<file path="config.mk">
export PLATFORM = sky130hd
export DESIGN_NAME = hilo_muldiv_flat
export DESIGN_NICKNAME = d
export VERILOG_FILES = /design/src/rtl/mips_pkg.sv /design/src/rtl/hilo_muldiv_if.sv /design/src/rtl/muldiv_iter_core.sv /design/src/rtl/hilo_muldiv.sv /design/src/flat_wrapper.sv
export SDC_FILE = /design/constraint.sdc
export NUM_CORES = 1
export LEC_CHECK = 0
export BUFFER_PORTS_ARGS = -buffer_cell sky130_fd_sc_hd__buf_2
export CAP_MARGIN = 20
export CORE_UTILIZATION = 50
export CTS_BUF_LIST = sky130_fd_sc_hd__clkbuf_8 sky130_fd_sc_hd__clkbuf_16
export CTS_CLUSTER_SIZE = 20
export DETAILED_ROUTE_END_ITERATION = 8
export HOLD_SLACK_MARGIN = 0.12
export PLACE_DENSITY_LB_ADDON = 0.3
export SLEW_MARGIN = 0
export SYNTH_ARGS = -nofsm -noshare
export SYNTH_HDL_FRONTEND = slang
export SYNTH_HIERARCHICAL = 1
export SYNTH_SLANG_ARGS = --single-unit
</file>
<file path="constraint.sdc">
create_clock -name clk -period 2.93 [get_ports clk]
set_clock_uncertainty 0.05 [all_clocks]
set_input_delay 0.1465 -clock clk [delete_from_list [all_inputs] [get_ports clk]]
set_output_delay 0.1465 -clock clk [all_outputs]
set_load 0.02 [all_outputs]
</file>
<file path="src/rtl/mips_pkg.sv">
`default_nettype none
// ============================================================================
// Module      : mips_pkg
// Description : Shared constants and types for the execute-stage HI/LO
//               multiply/divide unit.
// Revision    : 1.0 - initial release
// ============================================================================
package mips_pkg;

    localparam int DATA_W = 32;

    // Multiply/divide operation encodings as presented on iOp
    localparam logic [1:0] MD_MULT  = 2'b00;
    localparam logic [1:0] MD_MULTU = 2'b01;
    localparam logic [1:0] MD_DIV   = 2'b10;
    localparam logic [1:0] MD_DIVU  = 2'b11;

    // Sequencer states: RUN iterates one bit per cycle, SIGN applies the
    // sign fix-up and commits HI/LO
    typedef enum logic [1:0] {
        IDLE = 2'd0,
        RUN  = 2'd1,
        SIGN = 2'd2
    } md_state_t;

endpackage
`default_nettype wire

</file>
<file path="src/rtl/hilo_muldiv_if.sv">
`default_nettype none
// ============================================================================
// Module      : hilo_muldiv_if
// Description : ID/EX-side bundle for the HI/LO multiply/divide unit. The
//               master is the pipeline, the slave is hilo_muldiv.
// Revision    : 1.0 - initial release
// ============================================================================
interface hilo_muldiv_if #(
    parameter int DATA_W = 32
);
    logic              iStart;
    logic [1:0]        iOp;
    logic [DATA_W-1:0] iRegOut1;
    logic [DATA_W-1:0] iRegOut2;
    logic              iHiLoWrite;
    logic              iHL;
    logic              iFlush;
    logic              oBusy;
    logic              oDone;
    logic [DATA_W-1:0] oHiLo;
    logic [DATA_W-1:0] oHi;
    logic [DATA_W-1:0] oLo;

    modport master (
        output iStart, iOp, iRegOut1, iRegOut2, iHiLoWrite, iHL, iFlush,
        input  oBusy, oDone, oHiLo, oHi, oLo
    );

    modport slave (
        input  iStart, iOp, iRegOut1, iRegOut2, iHiLoWrite, iHL, iFlush,
        output oBusy, oDone, oHiLo, oHi, oLo
    );
endinterface
`default_nettype wire

</file>
<file path="src/rtl/muldiv_iter_core.sv">
`default_nettype none
// ============================================================================
// Module      : muldiv_iter_core
// Description : Unsigned one-bit-per-cycle datapath. A single 2*DATA_W
//               accumulator serves as the shift-add product register for
//               multiplies and as {remainder, quotient} for restoring
//               division.
// Revision    : 1.0 - initial release
// ============================================================================
module muldiv_iter_core #(
    parameter int DATA_W = 32,
    parameter int CNT_W  = 5
) (
    input  wire logic                clk,
    input  wire logic                rst,
    input  wire logic                load,
    input  wire logic                step,
    input  wire logic                op_is_div,
    input  wire logic [DATA_W-1:0]   opa,
    input  wire logic [DATA_W-1:0]   opb,
    output logic                     last,
    output logic [2*DATA_W-1:0]      product,
    output logic [DATA_W-1:0]        quotient,
    output logic [DATA_W-1:0]        remainder
);

    logic [2*DATA_W-1:0] r_acc;
    logic [DATA_W-1:0]   r_opb;
    logic                r_is_div;
    logic [CNT_W-1:0]    r_count;

    logic [DATA_W:0]     w_add_sum;
    logic [DATA_W:0]     w_trial;
    logic                w_trial_ge;
    logic [DATA_W-1:0]   w_sub;
    logic [2*DATA_W-1:0] w_acc_next;

    // Multiply: add multiplicand into the upper half when the current
    // multiplier bit is set, keeping the carry for the right shift.
    assign w_add_sum = {1'b0, r_acc[2*DATA_W-1:DATA_W]}
                     + (r_acc[0] ? {1'b0, r_opb} : '0);

    // Divide: trial remainder is the partial remainder shifted left with the
    // next dividend bit. The true difference always fits in DATA_W bits when
    // non-negative, so a modular subtract of the low bits is exact.
    assign w_trial    = r_acc[2*DATA_W-1:DATA_W-1];
    assign w_trial_ge = (w_trial >= {1'b0, r_opb});
    assign w_sub      = w_trial[DATA_W-1:0] - r_opb;

    // Next accumulator value for one iteration
    always_comb begin
        w_acc_next = r_acc;
        if (r_is_div) begin
            if (w_trial_ge) begin
                w_acc_next = {w_sub, r_acc[DATA_W-2:0], 1'b1};
            end else begin
                w_acc_next = {r_acc[2*DATA_W-2:0], 1'b0};
            end
        end else begin
            w_acc_next = {w_add_sum, r_acc[DATA_W-1:1]};
        end
    end

    // Operand load, iteration and iteration counter
    always_ff @(posedge clk) begin
        if (rst) begin
            r_acc    <= '0;
            r_opb    <= '0;
            r_is_div <= 1'b0;
            r_count  <= '0;
        end else if (load) begin
            r_acc    <= {{DATA_W{1'b0}}, opa};
            r_opb    <= opb;
            r_is_div <= op_is_div;
            r_count  <= '0;
        end else if (step) begin
            r_acc    <= w_acc_next;
            r_count  <= r_count + 1'b1;
        end
    end

    assign last      = (r_count == CNT_W'(DATA_W - 1));
    assign product   = r_acc;
    assign quotient  = r_acc[DATA_W-1:0];
    assign remainder = r_acc[2*DATA_W-1:DATA_W];

endmodule
`default_nettype wire

</file>
<file path="src/rtl/hilo_muldiv.sv">
`default_nettype none
// ============================================================================
// Module      : hilo_muldiv
// Description : Execute-stage multiply/divide unit owning the architectural
//               HI/LO registers. Sequences the iterative core, applies the
//               signed fix-up, and provides the MTHI/MTLO write port and the
//               MFHI/MFLO read mux.
// Revision    : 1.0 - initial release
// ============================================================================
module hilo_muldiv
    import mips_pkg::*;
#(
    parameter int DATA_W = 32,
    parameter int CNT_W  = 5
) (
    input  wire logic        clk,
    input  wire logic        rst,
    hilo_muldiv_if.slave     bus
);

    md_state_t           r_state;
    logic                r_is_div;
    logic                r_neg_q;
    logic                r_neg_r;
    logic [DATA_W-1:0]   r_hi;
    logic [DATA_W-1:0]   r_lo;
    logic                r_busy;
    logic                r_done;

    logic                w_signed;
    logic                w_neg_a;
    logic                w_neg_b;
    logic [DATA_W-1:0]   w_abs_a;
    logic [DATA_W-1:0]   w_abs_b;
    logic                w_load;
    logic                w_step;
    logic                w_last;
    logic [2*DATA_W-1:0] w_product;
    logic [DATA_W-1:0]   w_quotient;
    logic [DATA_W-1:0]   w_remainder;
    logic [2*DATA_W-1:0] w_prod_fix;
    logic [DATA_W-1:0]   w_q_fix;
    logic [DATA_W-1:0]   w_r_fix;
    logic [DATA_W-1:0]   w_res_hi;
    logic [DATA_W-1:0]   w_res_lo;

    // Signed ops work on magnitudes; 0x80000000 maps to 2^31 as unsigned
    assign w_signed = ~bus.iOp[0];
    assign w_neg_a  = w_signed & bus.iRegOut1[DATA_W-1];
    assign w_neg_b  = w_signed & bus.iRegOut2[DATA_W-1];
    assign w_abs_a  = w_neg_a ? -bus.iRegOut1 : bus.iRegOut1;
    assign w_abs_b  = w_neg_b ? -bus.iRegOut2 : bus.iRegOut2;

    // A start is only honoured from IDLE; a flush in RUN freezes the core
    assign w_load = (r_state == IDLE) & bus.iStart & ~bus.iFlush;
    assign w_step = (r_state == RUN) & ~bus.iFlush;

    muldiv_iter_core #(
        .DATA_W (DATA_W),
        .CNT_W  (CNT_W)
    ) u_core (
        .clk       (clk),
        .rst       (rst),
        .load      (w_load),
        .step      (w_step),
        .op_is_div (bus.iOp[1]),
        .opa       (w_abs_a),
        .opb       (w_abs_b),
        .last      (w_last),
        .product   (w_product),
        .quotient  (w_quotient),
        .remainder (w_remainder)
    );

    // Sign fix-up: remainder follows the dividend sign, quotient/product
    // follow the XOR of operand signs
    assign w_prod_fix = r_neg_q ? -w_product   : w_product;
    assign w_q_fix    = r_neg_q ? -w_quotient  : w_quotient;
    assign w_r_fix    = r_neg_r ? -w_remainder : w_remainder;
    assign w_res_hi   = r_is_div ? w_r_fix : w_prod_fix[2*DATA_W-1:DATA_W];
    assign w_res_lo   = r_is_div ? w_q_fix : w_prod_fix[DATA_W-1:0];

    // Sequencer, HI/LO registers and registered status; the SIGN commit is
    // written after the MT write so it wins on a shared edge
    always_ff @(posedge clk) begin
        if (rst) begin
            r_state  <= IDLE;
            r_is_div <= 1'b0;
            r_neg_q  <= 1'b0;
            r_neg_r  <= 1'b0;
            r_hi     <= '0;
            r_lo     <= '0;
            r_busy   <= 1'b0;
            r_done   <= 1'b0;
        end else begin
            r_done <= 1'b0;
            if (bus.iHiLoWrite) begin
                if (bus.iHL) begin
                    r_hi <= bus.iRegOut1;
                end else begin
                    r_lo <= bus.iRegOut1;
                end
            end
            case (r_state)
                IDLE: begin
                    if (w_load) begin
                        r_state  <= RUN;
                        r_busy   <= 1'b1;
                        r_is_div <= bus.iOp[1];
                        r_neg_q  <= w_neg_a ^ w_neg_b;
                        r_neg_r  <= w_neg_a;
                    end
                end
                RUN: begin
                    if (bus.iFlush) begin
                        r_state <= IDLE;
                        r_busy  <= 1'b0;
                    end else if (w_last) begin
                        r_state <= SIGN;
                    end
                end
                SIGN: begin
                    r_state <= IDLE;
                    r_busy  <= 1'b0;
                    if (!bus.iFlush) begin
                        r_hi   <= w_res_hi;
                        r_lo   <= w_res_lo;
                        r_done <= 1'b1;
                    end
                end
                default: begin
                    r_state <= IDLE;
                    r_busy  <= 1'b0;
                end
            endcase
        end
    end

    assign bus.oBusy = r_busy;
    assign bus.oDone = r_done;
    assign bus.oHi   = r_hi;
    assign bus.oLo   = r_lo;
    assign bus.oHiLo = bus.iHL ? r_hi : r_lo;

endmodule
`default_nettype wire

</file>
<file path="src/flat_wrapper.sv">
// flat-port wrapper written by rule: the top's interface ports become plain ports
module hilo_muldiv_flat import mips_pkg::*;
#(
    parameter int DATA_W = 32,
    parameter int CNT_W  = 5
)
  (clk, rst, bus_iStart, bus_iOp, bus_iRegOut1, bus_iRegOut2, bus_iHiLoWrite, bus_iHL, bus_iFlush, bus_oBusy, bus_oDone, bus_oHiLo, bus_oHi, bus_oLo);
  hilo_muldiv_if #(.DATA_W(DATA_W)) bus_i ();
  input  wire logic clk;
  input  wire logic rst;
  input wire logic [$bits(bus_i.iStart)-1:0] bus_iStart;
  input wire logic [$bits(bus_i.iOp)-1:0] bus_iOp;
  input wire logic [$bits(bus_i.iRegOut1)-1:0] bus_iRegOut1;
  input wire logic [$bits(bus_i.iRegOut2)-1:0] bus_iRegOut2;
  input wire logic [$bits(bus_i.iHiLoWrite)-1:0] bus_iHiLoWrite;
  input wire logic [$bits(bus_i.iHL)-1:0] bus_iHL;
  input wire logic [$bits(bus_i.iFlush)-1:0] bus_iFlush;
  output wire logic [$bits(bus_i.oBusy)-1:0] bus_oBusy;
  output wire logic [$bits(bus_i.oDone)-1:0] bus_oDone;
  output wire logic [$bits(bus_i.oHiLo)-1:0] bus_oHiLo;
  output wire logic [$bits(bus_i.oHi)-1:0] bus_oHi;
  output wire logic [$bits(bus_i.oLo)-1:0] bus_oLo;
  assign bus_i.iStart = bus_iStart;
  assign bus_i.iOp = bus_iOp;
  assign bus_i.iRegOut1 = bus_iRegOut1;
  assign bus_i.iRegOut2 = bus_iRegOut2;
  assign bus_i.iHiLoWrite = bus_iHiLoWrite;
  assign bus_i.iHL = bus_iHL;
  assign bus_i.iFlush = bus_iFlush;
  assign bus_oBusy = bus_i.oBusy;
  assign bus_oDone = bus_i.oDone;
  assign bus_oHiLo = bus_i.oHiLo;
  assign bus_oHi = bus_i.oHi;
  assign bus_oLo = bus_i.oLo;
  hilo_muldiv #(.DATA_W(DATA_W), .CNT_W(CNT_W)) u_core (.clk(clk), .rst(rst), .bus(bus_i));
endmodule
</file>
==> results of run 1 <==
[metal layers]
| metal | global-route usage [%] | part of all wire (%) |
|---|---|---|
| met2 | 66.8 | 46 |
| met1 | 47.8 | 38 |
| met4 | 24.6 | 6.6 |
| met5 | 0 | 0.031 |
| met3 | 7.45 | 9.4 |
[worst max-delay path by stage]
| stage | end | slack (ps) | startpoint |
|---|---|---|---|
| final | u_core/u_core/product[63] | -150 | u_core/u_core/product[0] |
| after floorplan | u_core/u_core/product[63] | -80 | u_core/u_core/product[0] |
| after CTS | u_core/u_core/product[56] | -20 | u_core/u_core/product[0] |
| after detailed placement | u_core/u_core/product[56] | -270 | u_core/u_core/product[0] |
| after global placement | u_core/u_core/product[56] | -220 | u_core/u_core/product[0] |
| after global routing | u_core/u_core/product[62] | -220 | u_core/u_core/product[0] |
[state kept, by name, summed over array words and instances, names as in the netlist]
register	cells
u_core/u_core/r_is_div	1
u_core/bus.oDone	1
u_core/r_neg_q	1
u_core/u_core/r_opb	32
u_core/bus.oLo	32
u_core/bus.oHi	32
u_core/r_is_div	1
u_core/r_neg_r	1
u_core/bus.oBusy	1
u_core/r_state	2
u_core/u_core/product	64
u_core/u_core/r_count	5
[cells in the final DEF (no fill, tap or decap), drive strengths merged, types with 58 or more instances in the layout]
master	netlist	final
xnor2	98	98
nand2	216	216
ha	71	71
o21ai	128	128
buf	93	551
dlygate4sd3	0	62
dfxtp	173	173
xor2	86	86
nor2	226	226
mux2i	101	101
a211oi	59	59
a21oi	161	161
nor3	58	58
inv	61	67
[repair_timing]
item / in CTS / in global routing
setup endpoints to repair: 39 / 72
pin swaps: 29 / 65
gates resized for setup: 87 / 157
cloned: 1 / 0
endpoints found under the hold margin: 89 / 0
hold buffers: 62 / 0
buffers inserted: 16 / 14
[critical path, delay by kind of cell (launching register included)]
| family | cells | cell delay, ps |
|---|---|---|
| AND/OR/NAND/NOR | 2 | 220 |
| flip-flops | 1 | 380 |
| adder cells (fa/ha/maj) | 2 | 520 |
| AO/OA/AOI/OAI | 8 | 1660 |
| buffers and inverters | 1 | 140 |
[power breakdown]
part           switching [mW]  internal (mW)
Sequential              0.139           2.46
Clock                    1.16           1.45
Combinational            1.95           1.59
Total                    3.24           5.50
[final cells by class]
type | instances | area (um^2) | area share (%)
inverters | 61 | 231 | 0.992
clock buffers | 17 | 425 | 1.82
repair buffers | 613 | 4510 | 19.3
multi-input cells | 1883 | 13900 | 59.5
well taps | 455 | 569 | 2.44
flip-flops and latches | 173 | 3500 | 15.0
clock inverters | 15 | 209 | 0.895
diodes | 1 | 2.50 | 0.0107
[kinds of logic after synthesis]
logic type	count (synthesis)	share of synthesized area, %
buffers and inverters	280	7.66
AOI/OAI and AO/OA	664	26.0
and+or+nand+nor	811	22.9
adders and majority gates	73	5.30
DFF	173	19.8
xor gates and xnor gates	184	9.20
muxes	151	9.22
[per-stage QoR]
step           instances  instance area [um^2]
6_report            3218                 23300
3_3_place_gp        3099                 20600
2_1_floorplan       2336                 17500
5_1_grt             3218                 23300
4_1_cts             3209                 22500
3_5_place_dp        3099                 20600
==> impl_results.md, run 1 <==
* Status: finished with violations
* Failing checks: setup timing
* # rows at 68
* Yosys cell types at 103
* Die Y at 189 um
* Reg2reg setup slack at -150 ps
* Reg-to-Reg End: u_core/u_core/product[63]
* Layout Utilization at 67.6%
* Dpl ws at -266 ps
* Hold Fails Final Rpt at 0
* Top post-synthesis cells by area: dfxtp_1 (20%), mux2i_1 (5.8%), ha_1 (5.1%), xnor2_1 (4.9%), nor2_1 (4.8%)
* First-pass GRT wire length at 111 mm
* Most common cell in the netlist: nor2_1
* Type of the worst setup path: reg -> reg
* I/O Pins at 170
* Max clock buf depth at 2
* HP Start: bus_iRegOut2[2]
* DRC at 0
* CTS tree: built
* Synth Warn # at 6
* DRT Wirelength at 74.2 mm
* WP data arrival at 3400 ps
* Setup tns final at -398 ps
* DR vias at 20,555
* RSZ-0062 raised after global routing: yes
* Hold Slack at 144 ps
* Fin. max-slew vios at 0
* Synthesized flop and latch total at 173
* Initial core utilization at 50.7%
* Worst-Skew Late Latency at 470 ps
* Finish-stage setup viols at 6
* Max Clock Freq at 0.324 GHz
* Worst min path class: in -> reg
* Drt initial violations at 2,307
* Final Worst Setup Slack at -154 ps
* Num CTS Buffers at 17
* Worst r2r src: u_core/u_core/product[0]
* Critical Path, Cell by Cell: buf_12 > and2_4 > ha_4 > fa_2 > a211o_1 > a21oi_2 > o31a_1 > a21oi_4 > a41oi_2 > o21ai_2 > a2111oi_2 > nor2_1 > a22o_1
* Synth Instances at 2,336
* Critical path's slowest cell: dfxtp_4
* Final Total Pwr at 8.74 mW
* Peak supply drop at 0.000453 V
* Htree depth at 4
* Die area at 35,800 um^2
* Vias in the first global route at 19,574
* Ys async rst share at 0%
* Leak at 9.95 nW
* Post-synth net total at 2,481
* Vias per std cell at 6.39
* Synth Flop Type: dfxtp_1
* Yosys top cell area share at 19.8%
* Startpoint Class: flop
* Clk pin slew, worst setup/hold paths at 80 ps
* GRT Overall Usage at 40.2%
* Commonest cells in the netlist: nor2_1 (226), nand2_1 (216), dfxtp_1 (173), a21oi_1 (156), clkbuf_1 (125)
* Pwr Density at 375 nW/um^2
* Synth Cell Area at 17,500 um^2
* Synth area leader: dfxtp_1
* Fill count at 2,947
* Max Cap Viol at 0
* Hold EP: u_core/u_core/r_opb[2]
* Final worst-path cycle share at 105%
* Worst Hold Depth at 4
* Worst Max-Slew Pin Slew at 873 ps
* Gpl congestion at 1.05
* Initial antenna violation count at 3
* R2R cell count at 13
* Avg Cell Area, Syn at 7.50 um^2
* Total grt overflow at 0
* DP HPWL at 54.0 mm
* Slew Limit Headroom at 41.6%
* Routed WL per cell at 23.1 um
* Number of synthesized flops with an enable pin at 0
* Pre-Repair DR Iteration Count at 8
* Fin nets at 2,894
* IO Port Bufs at 169
* Post-DRT Antenna Nets at 0
* Layout cells sized above 1 at 31.7%
* Final min period at 3080 ps
* Crit end category: flop
* Die width at 189 um
* Maximum number of pins on one net before global-route repair at 102
* Crit-path max FO at 5
* Clock Tree Root: clkbuf_16
* Layout overhead on the synthesized area at 33.2%
* Core Region at 34,500 um^2
* Seq/Total Area, Yosys at 19.8%
* Clock tree sinks at 173
* Largest stage delay on the critical path at 380 ps
* Worst Path Required at 3240 ps
Power figures use the tool's default switching activity.
==> inputs of run 2 (changes only) <==
--- a/config.mk
+++ b/config.mk
@@ -5,6 +5,7 @@
 export SDC_FILE = /design/constraint.sdc
 export NUM_CORES = 1
 export LEC_CHECK = 0
+export ABC_AREA = 1
 export BUFFER_PORTS_ARGS = -buffer_cell sky130_fd_sc_hd__buf_2
 export CAP_MARGIN = 20
 export CORE_UTILIZATION = 50
==> run 2 against run 1 <==
First-iteration DRC count up 43%. Largest cell class unchanged. Wire length rose by 12%. Largest power group unchanged. Sequential share of layout area is 0.44 points higher. Worst hold slack gained 9.1 ps. Fmax rose by 12%. The flow now finishes without violations. Worst setup slack better by 320 ps.
==> impl_results.md, run 2 <==
* Synth Instances at 3,643
* Worst r2r src: u_core/u_core/r_opb[28]
* Final Total Pwr at 8.23 mW
* GRT Overall Usage at 39.8%
* DRT Wirelength at 83.3 mm
* Worst Setup SP: u_core/u_core/r_opb[28]
* Initial antenna violation count at 0
* Pwr Density at 366 nW/um^2
* Status: complete, no violations
* Die area at 41,200 um^2
* Max FFs per register at 64
* Max clock buf depth at 2
* Clock tree sinks at 173
* Max Cap Viol at 0
* Synth Cell Area at 20,200 um^2
* Gpl congestion at 1.01
* Crit end category: flop
* Setup tns final at 0 ps
* Uppermost layer routed: met4
* DR vias at 24,985
* Fin. max-slew vios at 0
* Compound-cell area share of the yosys netlist at 17.5%
* CTS tree: built
* Synth area leader: nand2_1
* Layout cells sized above 1 at 10.5%
* Most frequent cells in the layout: nand2_1 (1,054), inv_1 (468), nor2_1 (404)
* RSZ-0062 raised after global routing: no
* Met3 WL post-DR at 10.5 mm
* Max Clock Freq at 0.362 GHz
* Final Worst Setup Slack at 166 ps
* Total grt overflow at 0
* Clk pin slew, worst setup/hold paths at 80 ps
* Type of the worst setup path: reg -> reg
* Die width at 203 um
* Dpl cells at 4,218
* Post-synth net total at 3,788
* Largest family of logic cells by synthesized area: simple AND/OR/NAND/NOR gates
* Synth Flop Type: dfxtp_1
* Leak at 11.7 nW
* WP data arrival at 3140 ps
* Yosys cell types at 55
* Post-DRT Antenna Nets at 0
* I/O Pins at 170
* Num CTS Buffers at 17
* Startpoint Class: flop
* Slew Limit Headroom at 46.9%
* Worst min path class: in -> reg
* Top post-synthesis cells by area: nand2_1 (20%), dfxtp_1 (17%), nand3_1 (9.0%), inv_1 (8.7%), nor2_1 (7.6%)
* Synth Area in Adders at 4.60%
* Pre-Repair DR Iteration Count at 6
* Drt initial violations at 3,302
* Routed met1 length at 34.4 mm
* Htree depth at 4
* Worst Max-Slew Pin Slew at 797 ps
* Synth Warn # at 6
* Reg2reg setup slack at 170 ps
* Simple-Gate Fraction of Synth Area at 43.2%
* Area occupied by multi-input gates at 13,900 um^2
* Clock Tree Root: clkbuf_16
* First-pass GRT wire length at 126 mm
* Finish-stage setup viols at 0
* Most common cell in the netlist: nand2_1
* Yosys top cell area share at 19.6%
* Layout overhead on the synthesized area at 11.5%
* Hold Slack at 153 ps
* Commonest cells in the netlist: nand2_1 (1,056), inv_1 (469), nor2_1 (407), nand3_1 (361), o21ai_0 (218)
* Fin nets at 3,916
* Most common cell after layout, fill and taps aside: nand2_1
* Core Region at 39,700 um^2
* Worst Hold Depth at 5
* Routed WL per cell at 19.3 um
* Mux share of post-synthesis cell area at 0%
* Die Y at 203 um
* Seq/Total Area, Yosys at 17.2%
* Met2 Routed Length at 34.3 mm
* Fill count at 4,154
* Vias in the first global route at 21,837
* Reg-to-Reg End: u_core/u_core/product[58]
* Hold EP: u_core/bus.oLo[10]
* # rows at 73
* Post-route insts no fill at 4,309
* Dpl ws at 244 ps
* Avg Cell Area, Syn at 5.54 um^2
* Synthesized flop and latch total at 173
* Register Area at 3470 um^2
* Final min period at 2760 ps
* IO Port Bufs at 169
* Ys async rst share at 0%
* Worst-Skew Late Latency at 520 ps
* Hold Fails Final Rpt at 0
* DP HPWL at 64.7 mm
* HP Start: bus_iHiLoWrite
* R2R cell count at 17
* Number of synthesized flops with an enable pin at 0
* Synth Area in XOR/XNOR at 3.21%
* Worst Path Required at 3300 ps
* Final worst-path cycle share at 94.3%
* Maximum number of pins on one net before global-route repair at 69
* Post_cts resized at 0
* Vias per std cell at 5.80
* Peak supply drop at 0.000375 V
* Crit-path max FO at 13
* DRC at 0
* Initial core utilization at 50.8%
## run 2: stage by stage
stage / util [%] / area [um^2]
after floorplan: - / 20200
after global placement: 53.7 / 21300
after detailed placement: 53.7 / 21300
after CTS: 56.6 / 22500
after global routing: 56.6 / 22500
final: 56.6 / 22500
## run 2: cell type report
cell class                      count  area share, %
Antenna cell                        1         0.0111
Clock buffer                       19           2.01
Clock inverter                     12          0.490
Inverter                          482           8.04
Multi-Input combinational cell   2789           61.6
Sequential cell                   173           15.4
Tap cell                          525           2.92
Timing Repair Buffer              308           9.49
## run 2: worst max-delay path by stage
stage | to | slack (ps)
after floorplan | u_core/u_core/product[45] | 320
after global placement | u_core/u_core/product[58] | 220
after detailed placement | u_core/u_core/product[58] | 240
after CTS | u_core/u_core/product[58] | 240
after global routing | u_core/u_core/product[58] | 50
final | u_core/u_core/product[58] | 170
## run 2: worst max-delay path, cell delays in order, from the launching register on
cell and delay, ps:
dfxtp_1 420, inv_1 100, ha_1 390, nand2_1 150
inv_1 50, nand2_1 90, nand2_1 60, a21oi_1 180
nand2_2 90, nor2_4 230, buf_4 260, nand3_1 100
nand2_1 70, inv_1 50, nand2_1 180, nand3_1 100
nand2_1 70, inv_1 40
## run 2: cell families after synthesis
logic type      Yosys count
buf+inv                 682
compound gates          613
simple gates           2028
fa+ha+maj                73
flops                   173
xor+xnor                 74
## run 2: what timing repair did
item / in CTS / in global routing
buffers inserted: 0 / 0
endpoints found under the setup margin: 0 / 1
hold endpoints to repair: 83 / 0
hold buffers: 58 / 0
## run 2: metal layers
layer	vias to the layer above	track usage (%)
met1	11253	53.7
met3	229	9.31
met2	1533	59.1
met4	0	19.7
li1	11970	-
met5	-	0
## run 2: power breakdown
part           total, mW  internal [mW]  switching (mW)
logic               3.18          0.992            2.19
registers           2.67           2.47           0.205
clock network       2.38           1.21            1.16
total               8.23           4.67            3.56
